**src/rtl/maxpool_row_sched.sv**
```systemverilog
// maxpool_row_sched: 2x2 max-pooling row scheduler.
// Pairs consecutive input rows of a DIMxDIM frame and emits one pooled row
// (DIM/2 pixels) per pair over a valid/ready output.
// Optional build macro MAXPOOL_SIGNED_EN: compare pixels as two's-complement
// signed values instead of unsigned.
//
// state     | meaning
// ----------+-----------------------------------------------------------
// IDLE      | waiting for start
// LOAD_EVEN | accepting the even (upper) row of a pair into row_buf
// LOAD_ODD  | accepting the odd row; pooled result registered on the beat
// EMIT      | pooled row presented, waiting for out_ready
// FIN       | one-cycle done pulse, then back to IDLE
module maxpool_row_sched #(
   parameter int BITS = 8,
   parameter int DIM  = 32,
   localparam int HALF = DIM / 2,
   localparam int IW   = (HALF > 1) ? $clog2(HALF) : 1
) (
   input  logic                 clk,
   input  logic                 rst_n,
   input  logic                 start,
   output logic                 busy,
   output logic                 done,
   input  logic                 in_valid,
   output logic                 in_ready,
   input  logic [BITS*DIM-1:0]  in_row,
   output logic                 out_valid,
   input  logic                 out_ready,
   output logic [BITS*HALF-1:0] out_row,
   output logic [IW-1:0]        out_idx
);

   typedef enum logic [2:0] {
      IDLE      = 3'd0,
      LOAD_EVEN = 3'd1,
      LOAD_ODD  = 3'd2,
      EMIT      = 3'd3,
      FIN       = 3'd4
   } state_t;

   state_t                state;
   state_t                state_nxt;
   logic [IW-1:0]         row_cnt;
   logic [BITS*DIM-1:0]   row_buf;
   logic [BITS*HALF-1:0]  pooled;
   logic                  beat;
   logic                  last_row;

   function automatic logic [BITS-1:0] pix_max(input logic [BITS-1:0] a,
                                               input logic [BITS-1:0] b);
`ifdef MAXPOOL_SIGNED_EN
      return ($signed(a) >= $signed(b)) ? a : b;
`else
      return (a >= b) ? a : b;
`endif
   endfunction

   assign beat     = in_valid && in_ready;
   assign last_row = (row_cnt == IW'(HALF - 1));

   // 2x2 window max of the buffered even row and the incoming odd row
   always_comb begin
      pooled = '0;
      for (int k = 0; k < HALF; k++) begin
         pooled[k*BITS +: BITS] =
            pix_max(pix_max(row_buf[(2*k)*BITS +: BITS], row_buf[(2*k+1)*BITS +: BITS]),
                    pix_max(in_row[(2*k)*BITS +: BITS],  in_row[(2*k+1)*BITS +: BITS]));
      end
   end

   // state register
   always_ff @(posedge clk or negedge rst_n) begin
      if (!rst_n) state <= IDLE;
      else        state <= state_nxt;
   end

   // next-state and state-decoded outputs; in_ready depends only on state
   always_comb begin
      state_nxt = state;
      busy      = 1'b1;
      done      = 1'b0;
      in_ready  = 1'b0;
      out_valid = 1'b0;
      case (state)
         IDLE: begin
            busy = 1'b0;
            if (start) state_nxt = LOAD_EVEN;
         end
         LOAD_EVEN: begin
            in_ready = 1'b1;
            if (beat) state_nxt = LOAD_ODD;
         end
         LOAD_ODD: begin
            in_ready = 1'b1;
            if (beat) state_nxt = EMIT;
         end
         EMIT: begin
            out_valid = 1'b1;
            if (out_ready) state_nxt = last_row ? FIN : LOAD_EVEN;
         end
         FIN: begin
            done      = 1'b1;
            state_nxt = IDLE;
         end
         default: begin
            busy      = 1'b0;
            state_nxt = IDLE;
         end
      endcase
   end

   // row counter, even-row buffer and registered pooled output
   always_ff @(posedge clk or negedge rst_n) begin
      if (!rst_n) begin
         row_cnt <= '0;
         row_buf <= '0;
         out_row <= '0;
         out_idx <= '0;
      end else begin
         if (state == IDLE && start)
            row_cnt <= '0;
         else if (state == EMIT && out_ready && !last_row)
            row_cnt <= row_cnt + IW'(1);
         if (state == LOAD_EVEN && beat)
            row_buf <= in_row;
         if (state == LOAD_ODD && beat) begin
            out_row <= pooled;
            out_idx <= row_cnt;
         end
      end
   end

endmodule

```
**config.mk**
```make
export PLATFORM = sky130hd
export DESIGN_NAME = maxpool_row_sched
export DESIGN_NICKNAME = d
export VERILOG_FILES = /design/src/rtl/maxpool_row_sched.sv
export SDC_FILE = /design/constraint.sdc
export NUM_CORES = 1
export LEC_CHECK = 0
export BUFFER_PORTS_ARGS = -buffer_cell sky130_fd_sc_hd__buf_2
export CORE_ASPECT_RATIO = 0.6
export CORE_UTILIZATION = 59
export CTS_CLUSTER_DIAMETER = 50
export DETAILED_ROUTE_END_ITERATION = 8
export MAX_ROUTING_LAYER = met4
export PLACE_DENSITY = 0.82
export SYNTH_ARGS = -nofsm -noshare
export SYNTH_HDL_FRONTEND = slang
export SYNTH_SLANG_ARGS = --single-unit
```
**constraint.sdc**
```tcl
create_clock -name clk -period 3.95 [get_ports clk]
set_input_delay 0 -clock clk [delete_from_list [all_inputs] [get_ports clk]]
set_output_delay 0 -clock clk [all_outputs]
set_load 0.02 [all_outputs]
```
* Yosys cells after proc, flatten, opt, wreduce, memory -nomap -nowiden *
Cells that the tools add are included.

storage, ports and cells
  word-level logic and storage cells = 135
  ROM bits = 0
  memory bits (writable) = 0
  flip-flop bits (word level) = 395
  latch bits = 0
  bits of input ports = 261
  output and inout port bits = 136
  memories = 0

cells by class
  magnitude comparators = 48
  add/subtract/negate cells = 1
  reduce and logical (&&, ||, !) cells = 12
  bitwise gates (word level) = 0
  shift-type cells = 0
  mux-type cells = 60
  equality and inequality tests = 9
  multipliers = 0
  div/mod/pow operators = 0

operators by type and width
  operator                                       number
  >= comparator 8 bit                            48
  2-to-1 mux 8 bit                               48
  2-to-1 mux 3 bit                               5
  one-hot mux 3 bit (4 select lines)             1
  2-to-1 mux 4 bit                               2
  != test 2 bit, second input constant           4
  == test 3 x 2 -> 1 bit, second input constant  2
  logical AND 1 bit                              6
  adder 4 x 1 -> 4 bit, second input constant    1
  == test 4 bit, second input constant           1
  2-to-1 mux 1 bit                               4
  AND reduction 4 bit                            1
  OR reduction 4 bit                             1
  == test 3 x 1 -> 1 bit, second input constant  1
  == test 3 bit, second input constant           1
  logical NOT 3 bit                              1
  nonzero test 2 bit                             1
  OR reduction 2 bit                             1
  logical NOT 1 bit                              1

* Depth between registers and ports, before layout *
Gate-level depths: netlist (run 1).

  depth after elaboration = 6
  gate-level depth with buffers = 16
  mapped depth without buffers = 15

* Worst setup path before layout (run 1) *
No wires, ideal clock.

  path type = register to register
  start = register row_buf[112]
  end = register out_row[56]
  data arrival time = 3444 ps
  period minus slack after synthesis = 3587 ps
  stages on the path, launching flop included = 17
  library setup time = 143 ps
  required time = 3807 ps
  path slack = 363 ps
  buffers on the path = 1
  path through = dfrtp_1 inv_1 ha_1 nand2b_1 a211oi_1 o21bai_1 a221oi_4 mux2i_1 inv_1 ha_1 a211o_1 a31oi_1 or4_1 o211ai_1 or2_2 buf_1 o221ai_1

between the ends
  cells in the longest elaborated chain, start to end = 4

RTL lines
  element                 RTL line  text
  start, declared         45        logic [BITS*DIM-1:0] row_buf;
  start signal, assigned  126       row_buf <= in_row;
  >= comparator 8 bit     55        return (a >= b) ? a : b;
  2-to-1 mux 8 bit *      55
  >= comparator 8 bit     55
  2-to-1 mux 8 bit *      55
  end signal, assigned    128       out_row <= pooled;
  end, declared           30        output logic [BITS*HALF-1:0] out_row,

Mark *: on every way between the ends. The rest lies on a longest branch, timed or not.
A chain may end at the register's enable or synchronous reset.

* Final worst setup path (run 1) *
  start = register row_buf[112]
  end = register out_row[58]

Same word-level chain as after synthesis.

==> results.sh, run 1 <==
export IMPL_syn_nets=3372
export IMPL_rsz0062_at_grt="true"
export IMPL_fin_util_pct=77.1
export IMPL_vias=25399
export IMPL_synth_most_common_cell="inv_1"
export IMPL_finalClockSkew_ps=22.6
export IMPL_grt_max_degree=148
export IMPL_routed_wl_um=89400
export IMPL_detail_route_antenna_nets=0
export IMPL_post_drt_wl_per_cell_um=22.1
export IMPL_portBuffers=396
export IMPL_synth_seq_cells=395
export IMPL_clk_pin_slew_ps=70
export IMPL_critPathLaunchType="flop"
export IMPL_grt_usage_pct=36.8
export IMPL_seq_area_frac_synth_pct=36.6
export IMPL_grt_pass1_wl_um=134000
export IMPL_violations="setup timing"
export IMPL_yosys_warnings=0
export IMPL_finalSetupTns_ps=-1300
export IMPL_syn_inst=2726
export IMPL_die_width_um=278
export IMPL_crit_family="compound AO/OA/AOI/OAI gates"
export IMPL_synth_top_area_share_pct=36.6
export IMPL_cp_data_arrival_time_ps=4560
export IMPL_cts_root_buf="clkbuf_16"
export IMPL_cp_required_ps=4400
export IMPL_ctsLongestPathBuffers=3
export IMPL_synthTopCellsByCount="413 x inv_1, 395 x dfrtp_1, 387 x nand2_1"
export IMPL_nets=4067
export IMPL_fmax_mhz=243
export IMPL_cp_max_fo=8
export IMPL_rows=60
export IMPL_max_slew_worst_pin_slew_ps=1270
export IMPL_finalWeightedCongestion=0.940
export IMPL_synth_area_leaders="dfrtp_1 37%, ha_1 18%, mux2i_1 9.3%, inv_1 5.7%, mux2_2 5.6%"
export IMPL_die_area_sq_um=46700
export IMPL_finalHoldViolCount=0
export IMPL_areaGrowthSynthToFinish_pct=28.2
export IMPL_critPathSlowestCell="or4_1"
export IMPL_fin_crit_sh_pct=104
export IMPL_avgSynthCellArea_sq_um=9.92
export IMPL_critPathCaptureType="flop"
export IMPL_initial_core_util_pct=60.1
export IMPL_pin_count=397
export IMPL_first_iter_violations=2571
export IMPL_place_ws_ps=-3.36
export IMPL_slew_violations=0
export IMPL_async_reset_ff_share_pct=100
export IMPL_outcome="complete, but fails checks"
export IMPL_insertion_delay_ps=570
export IMPL_power_density_nw_per_um2=863
export IMPL_path_class="flop to flop"
export IMPL_cap_violations=0
export IMPL_antenna_found_initial=11
export IMPL_gr_total_overflow=0
export IMPL_relSlewSlack_pct=15.1
export IMPL_cts_made_buffers=41
export IMPL_dp_hpwl_um=57200
export IMPL_power_uw=29900
export IMPL_route_detailed_drc=0
export IMPL_ir_drop_uv=622
export IMPL_drive_gt1_share_pct=22.8
export IMPL_cts_sinks=395
export IMPL_crit_buf_inv=3
export IMPL_drtPass1Iterations=6
export IMPL_worst_slack_ps=-162
export IMPL_core_region_area_sq_um=45000
export IMPL_cts_tree="yes"
export IMPL_fin_crit_ps=4110
export IMPL_viasPerCell=6.27
export IMPL_die_y_um=168
export IMPL_ys_types=46
export IMPL_synthFlopType="dfrtp_1"
export IMPL_synth_edf_count=0
export IMPL_cts_htree_levels=2
export IMPL_path_cells="inv_1 > ha_1 > nand2b_1 > a211oi_1 > o21bai_1 > a221oi_4 > buf_4 > mux2i_1 > inv_1 > ha_1 > a211o_1 > a31oi_1 > or4_1 > o211ai_1 > nand2_1 > o221ai_1"
export IMPL_setup_violations=24
export IMPL_yosys_area_top_type="dfrtp_1"
export IMPL_first_global_vias=25326
export IMPL_max_stage_delay_ps=510
export IMPL_syn_area_sq_um=27000
export IMPL_p_leak_uw=0.0178
export IMPL_hold_path_class="input pin to flop"
metal layers:
metal,wire length (um),track usage (%)
met3,8130,7.45
met4,5600,17.5
met5,0,-
met1,35200,46.9
met2,40500,56.4
path summary, 6_finish.rpt:
kind / from / to / slack [ps] / depth (start not counted)
max in group asynchronous: rst_n / row_buf[123] / 2600 / 3
min in group asynchronous: rst_n / out_row[103] / 160 / 2
min: in_valid / state[2] / 30 / 5
max reg2reg: row_buf[112] / out_row[58] / -160 / 16
max: row_buf[112] / out_row[58] / -160 / 16
min reg2reg: out_idx[3] / out_idx[3] / 480 / 2
registers in the layout, indices dropped and copies added (netlist names):
| name | flops |
|---|---|
| row_cnt | 4 |
| out_row | 128 |
| row_buf | 256 |
| out_idx | 4 |
| state | 3 |
logic make-up (layout without fill, tap and decap cells):
family                     after synthesis  in the layout  synth area share, %
AOI/OAI and AO/OA                      505            505                 15.1
xor gates and xnor gates                 5              5                0.162
adders and majority gates              385            385                 17.8
buffers and inverters                  494           1217                 6.95
DFF                                    395            395                 36.6
muxes                                  385            385                 14.9
other                                    0             13                    0
and+or+nand+nor                        557            557                 8.54
worst min-delay path, delay by kind of cell:
kind,cells,cell delay (ps)
buffers and inverters,1,150
multiplexers,1,140
AND/OR/NAND/NOR,2,140
AO/OA/AOI/OAI,1,110
cell usage in the layout (no fill, tap or decap), drive strengths merged, types with 78 or more instances in the layout:
master	synthesis	final
mux2	135	135
buf	35	469
ha	385	385
dlygate4sd3	0	264
mux2i	250	250
inv	413	416
o221ai	121	121
o21ai	157	157
dfrtp	395	395
nor2	78	78
nand2	387	387
metrics by stage:
step / cells / hold WS, ps / area [sq um]
after global placement: 3675 / 182 / 29900
after CTS: 4013 / 8.50 / 34000
after detailed placement: 3675 / 193 / 29900
final: 4051 / 31.6 / 34700
after global routing: 4049 / 56.7 / 34700
after floorplan: 2726 / -296 / 27000
power by group:
| part | switching [uW] | leakage [uW] | internal [uW] | total [uW] |
|---|---|---|---|---|
| Combinational | 10300 | 0.0123 | 7860 | 18200 |
| Sequential | 1560 | 0.00485 | 6000 | 7550 |
| Clock | 1780 | 0.000691 | 2390 | 4180 |
area by class of cell:
class / instances / area (sq um)
Clock buffer: 59 / 1200
Antenna cell: 13 / 32.5
Sequential cell: 395 / 9880
Timing Repair Buffer: 733 / 5330
Tap cell: 589 / 737
Multi-Input combinational cell: 1837 / 15700
Inverter: 413 / 1550
Fill cell: 2685 / 10300
Clock inverter: 12 / 199
what timing repair did:
action	in CTS	in global routing
hold buffers	264	0
hold endpoints to repair	509	0
endpoints found under the setup margin	6	75
resized for setup	0	82
buffers inserted	3	25
pin swaps	1	28
No activity file was read; power rests on OpenSTA's default activity.
==> run 2, diff against run 1 <==
==> config.mk (replaced) <==
export PLATFORM = sky130hd
export DESIGN_NAME = maxpool_row_sched
export DESIGN_NICKNAME = d
export VERILOG_FILES = /design/src/rtl/maxpool_row_sched.sv
export SDC_FILE = /design/constraint.sdc
export NUM_CORES = 1
export LEC_CHECK = 0
export CORE_ASPECT_RATIO = 0.6
export CORE_UTILIZATION = 61
export CTS_CLUSTER_DIAMETER = 50
export DETAILED_ROUTE_END_ITERATION = 8
export DONT_BUFFER_PORTS = 1
export MAX_ROUTING_LAYER = met4
export PLACE_DENSITY = 0.77
export SYNTH_ARGS = -nofsm -noshare
export SYNTH_HDL_FRONTEND = slang
export SYNTH_SLANG_ARGS = --single-unit
==> run 2 against run 1 <==
Against the previous run: the flow finishes with violations (DRC, hold timing); flip-flop and latch count is the same; clock power grew 3%; first-iteration DRC count shrank 7.1%; sequential share of layout area grew 2.3 points; critical path depth shrank 1; register-to-register slack gained 240 ps; hold slack lost 890 ps; die area shrank 3.2%; critical endpoint is now out_row[42].
==> results.sh, run 2 (synthesized netlist as in run 1, its figures left out) <==
export IMPL_outcome="complete, but fails checks"
export IMPL_violations="DRC, hold timing"
export IMPL_finalHoldViolCount=395
export IMPL_largest_register="row_buf"
export IMPL_initial_core_util_pct=62.1
export IMPL_insertion_delay_ps=570
export IMPL_critPathSlowestCell="or4_1"
export IMPL_die_area_sq_um=45200
export IMPL_relSlewSlack_pct=26.5
export IMPL_antenna_found_initial=1
export IMPL_drtPass1Iterations=9
export IMPL_gr_total_overflow=0
export IMPL_startpoint="row_buf[80]"
export IMPL_final_cells=3611
export IMPL_die_y_um=165
export IMPL_areaGrowthSynthToFinish_pct=18.8
export IMPL_cp_max_fo=8
export IMPL_viasPerCell=6.31
export IMPL_path_cells="inv_1 > ha_1 > nand2b_1 > a211oi_2 > o21bai_1 > a221oi_4 > buf_4 > mux2i_2 > ha_1 > nand2b_1 > a31oi_1 > or4_1 > o211ai_1 > nand2_2 > o221ai_1"
export IMPL_finalClockSkew_ps=18.9
export IMPL_grt_max_degree=396
export IMPL_reg2reg_setup_slack_ps=80
export IMPL_detail_route_antenna_nets=0
export IMPL_slew_violations=0
export IMPL_max_stage_delay_ps=520
export IMPL_place_area_sq_um=27700
export IMPL_finalSetupTns_ps=0
export IMPL_route_detailed_drc=26
export IMPL_cts_made_buffers=43
export IMPL_first_global_vias=23220
export IMPL_nets=3644
export IMPL_stdcell_area_sq_um=32100
export IMPL_hold_path_class="input pin to asynchronous set/reset pin"
export IMPL_cts_htree_levels=2
export IMPL_reg_top3="row_buf: 256 flops, out_row: 128 flops"
export IMPL_rows=59
export IMPL_finalWeightedCongestion=0.956
export IMPL_cp_required_ps=4420
export IMPL_grt_pass1_wl_um=125000
export IMPL_fillers=2846
export IMPL_cts_tree="yes"
export IMPL_crit_reg2reg_launch="row_buf[80]"
export IMPL_setup_violations=0
export IMPL_ctsLongestPathBuffers=3
export IMPL_post_drt_wl_per_cell_um=22.5
export IMPL_pin_count=397
export IMPL_path_depth=15
export IMPL_holdWs_ps=-861
export IMPL_rsz0062_at_grt="true"
export IMPL_path_class="flop to flop"
export IMPL_clk_pin_slew_ps=70
export IMPL_crit_family="compound AO/OA/AOI/OAI gates"
export IMPL_final_common_cell="inv_1"
export IMPL_routed_wl_um=81100
export IMPL_vias=22772
export IMPL_cp_data_arrival_time_ps=4340
export IMPL_largest_reg_flops=256
export IMPL_critPathLaunchType="flop"
export IMPL_cts_sinks=395
export IMPL_power_density_nw_per_um2=873
export IMPL_dp_hpwl_um=54300
export IMPL_critPathCaptureType="flop"
export IMPL_core_region_area_sq_um=43600
export IMPL_max_slew_worst_pin_slew_ps=1070
export IMPL_placed_cells=3253
export IMPL_crit_buf_inv=2
export IMPL_cap_violations=0
export IMPL_fin_crit_sh_pct=98.1
export IMPL_portBuffers=0
export IMPL_ir_drop_uv=495
export IMPL_cts_root_buf="clkbuf_16"
export IMPL_die_width_um=274
export IMPL_hold_buffers=260
export IMPL_layout_common_cells="413 x inv_1, 395 x dfrtp_1, 385 x ha_1"
export IMPL_fmax_mhz=258
export IMPL_p_leak_uw=0.0160
export IMPL_fin_crit_ps=3870
export IMPL_drive_gt1_share_pct=11.2
export IMPL_r2r_worst_path_cells=15
export IMPL_first_iter_violations=2389
export IMPL_grt_usage_pct=36.0
run 2: cell types whose count changed in the layout (fill, tap and decap cells not counted), moves of 5 or more:
cell	delta
buf_2	-395
buf_4	-16
diode_2	-12
o221ai_1	+12
o221ai_2	-12
mux2i_1	+9
mux2i_4	-6
buf_12	-5
inv_6	+5
run 2: stage by stage:
step | setup slack (ps) | utilization [%] | total power (uW) | hold WS (ps)
2_1_floorplan | 363 | - | 18400 | -296
3_3_place_gp | 255 | 63.7 | 21200 | -286
3_5_place_dp | 106 | 63.7 | 22000 | -289
4_1_cts | 54.4 | 73.1 | 26800 | -881
5_1_grt | -73.2 | 73.8 | 30000 | -894
6_report | 76.1 | 73.8 | 28100 | -861
run 2: routing by layer:
layer / GRT usage [%] / vias up / routed length [um]
met4: 16.7 / 0 / 4260
li1: - / 10206 / -
met1: 45.3 / 11056 / 33200
met5: - / - / 0
met3: 8.37 / 331 / 6860
met2: 55.2 / 1179 / 36800
run 2: cell type report:
cell class                      instances  area, sq um  share of cell area, %
Clock inverter                         22          274                  0.853
Clock buffer                           56         1200                   3.75
Inverter                              413         1550                   4.82
Tap cell                              579          724                   2.25
Timing Repair Buffer                  308         3030                   9.44
Antenna cell                            1         2.50                0.00779
Multi-Input combinational cell       1837        15500                   48.1
Sequential cell                       395         9880                   30.8
run 2: repair_timing:
| item | 4_1_cts | 5_1_grt |
|---|---|---|
| setup buffers | 0 | 19 |
| hold endpoints to repair | 789 | 395 |
| endpoints found under the setup margin | 0 | 64 |
| resized for setup | 0 | 34 |
run 2: power by group:
part	internal [uW]	total (uW)	switching, uW
clock network	2500	4300	1800
registers	5990	8440	2460
logic	6920	15300	8400
run 2: path summary, 6_finish.rpt:
check | to
hold / removal | row_buf[203]
min in group clk | out_row[51]
setup reg to reg | out_row[42]
setup / recovery | out_row[42]
hold reg to reg | row_buf[37]
max in group asynchronous | row_buf[138]
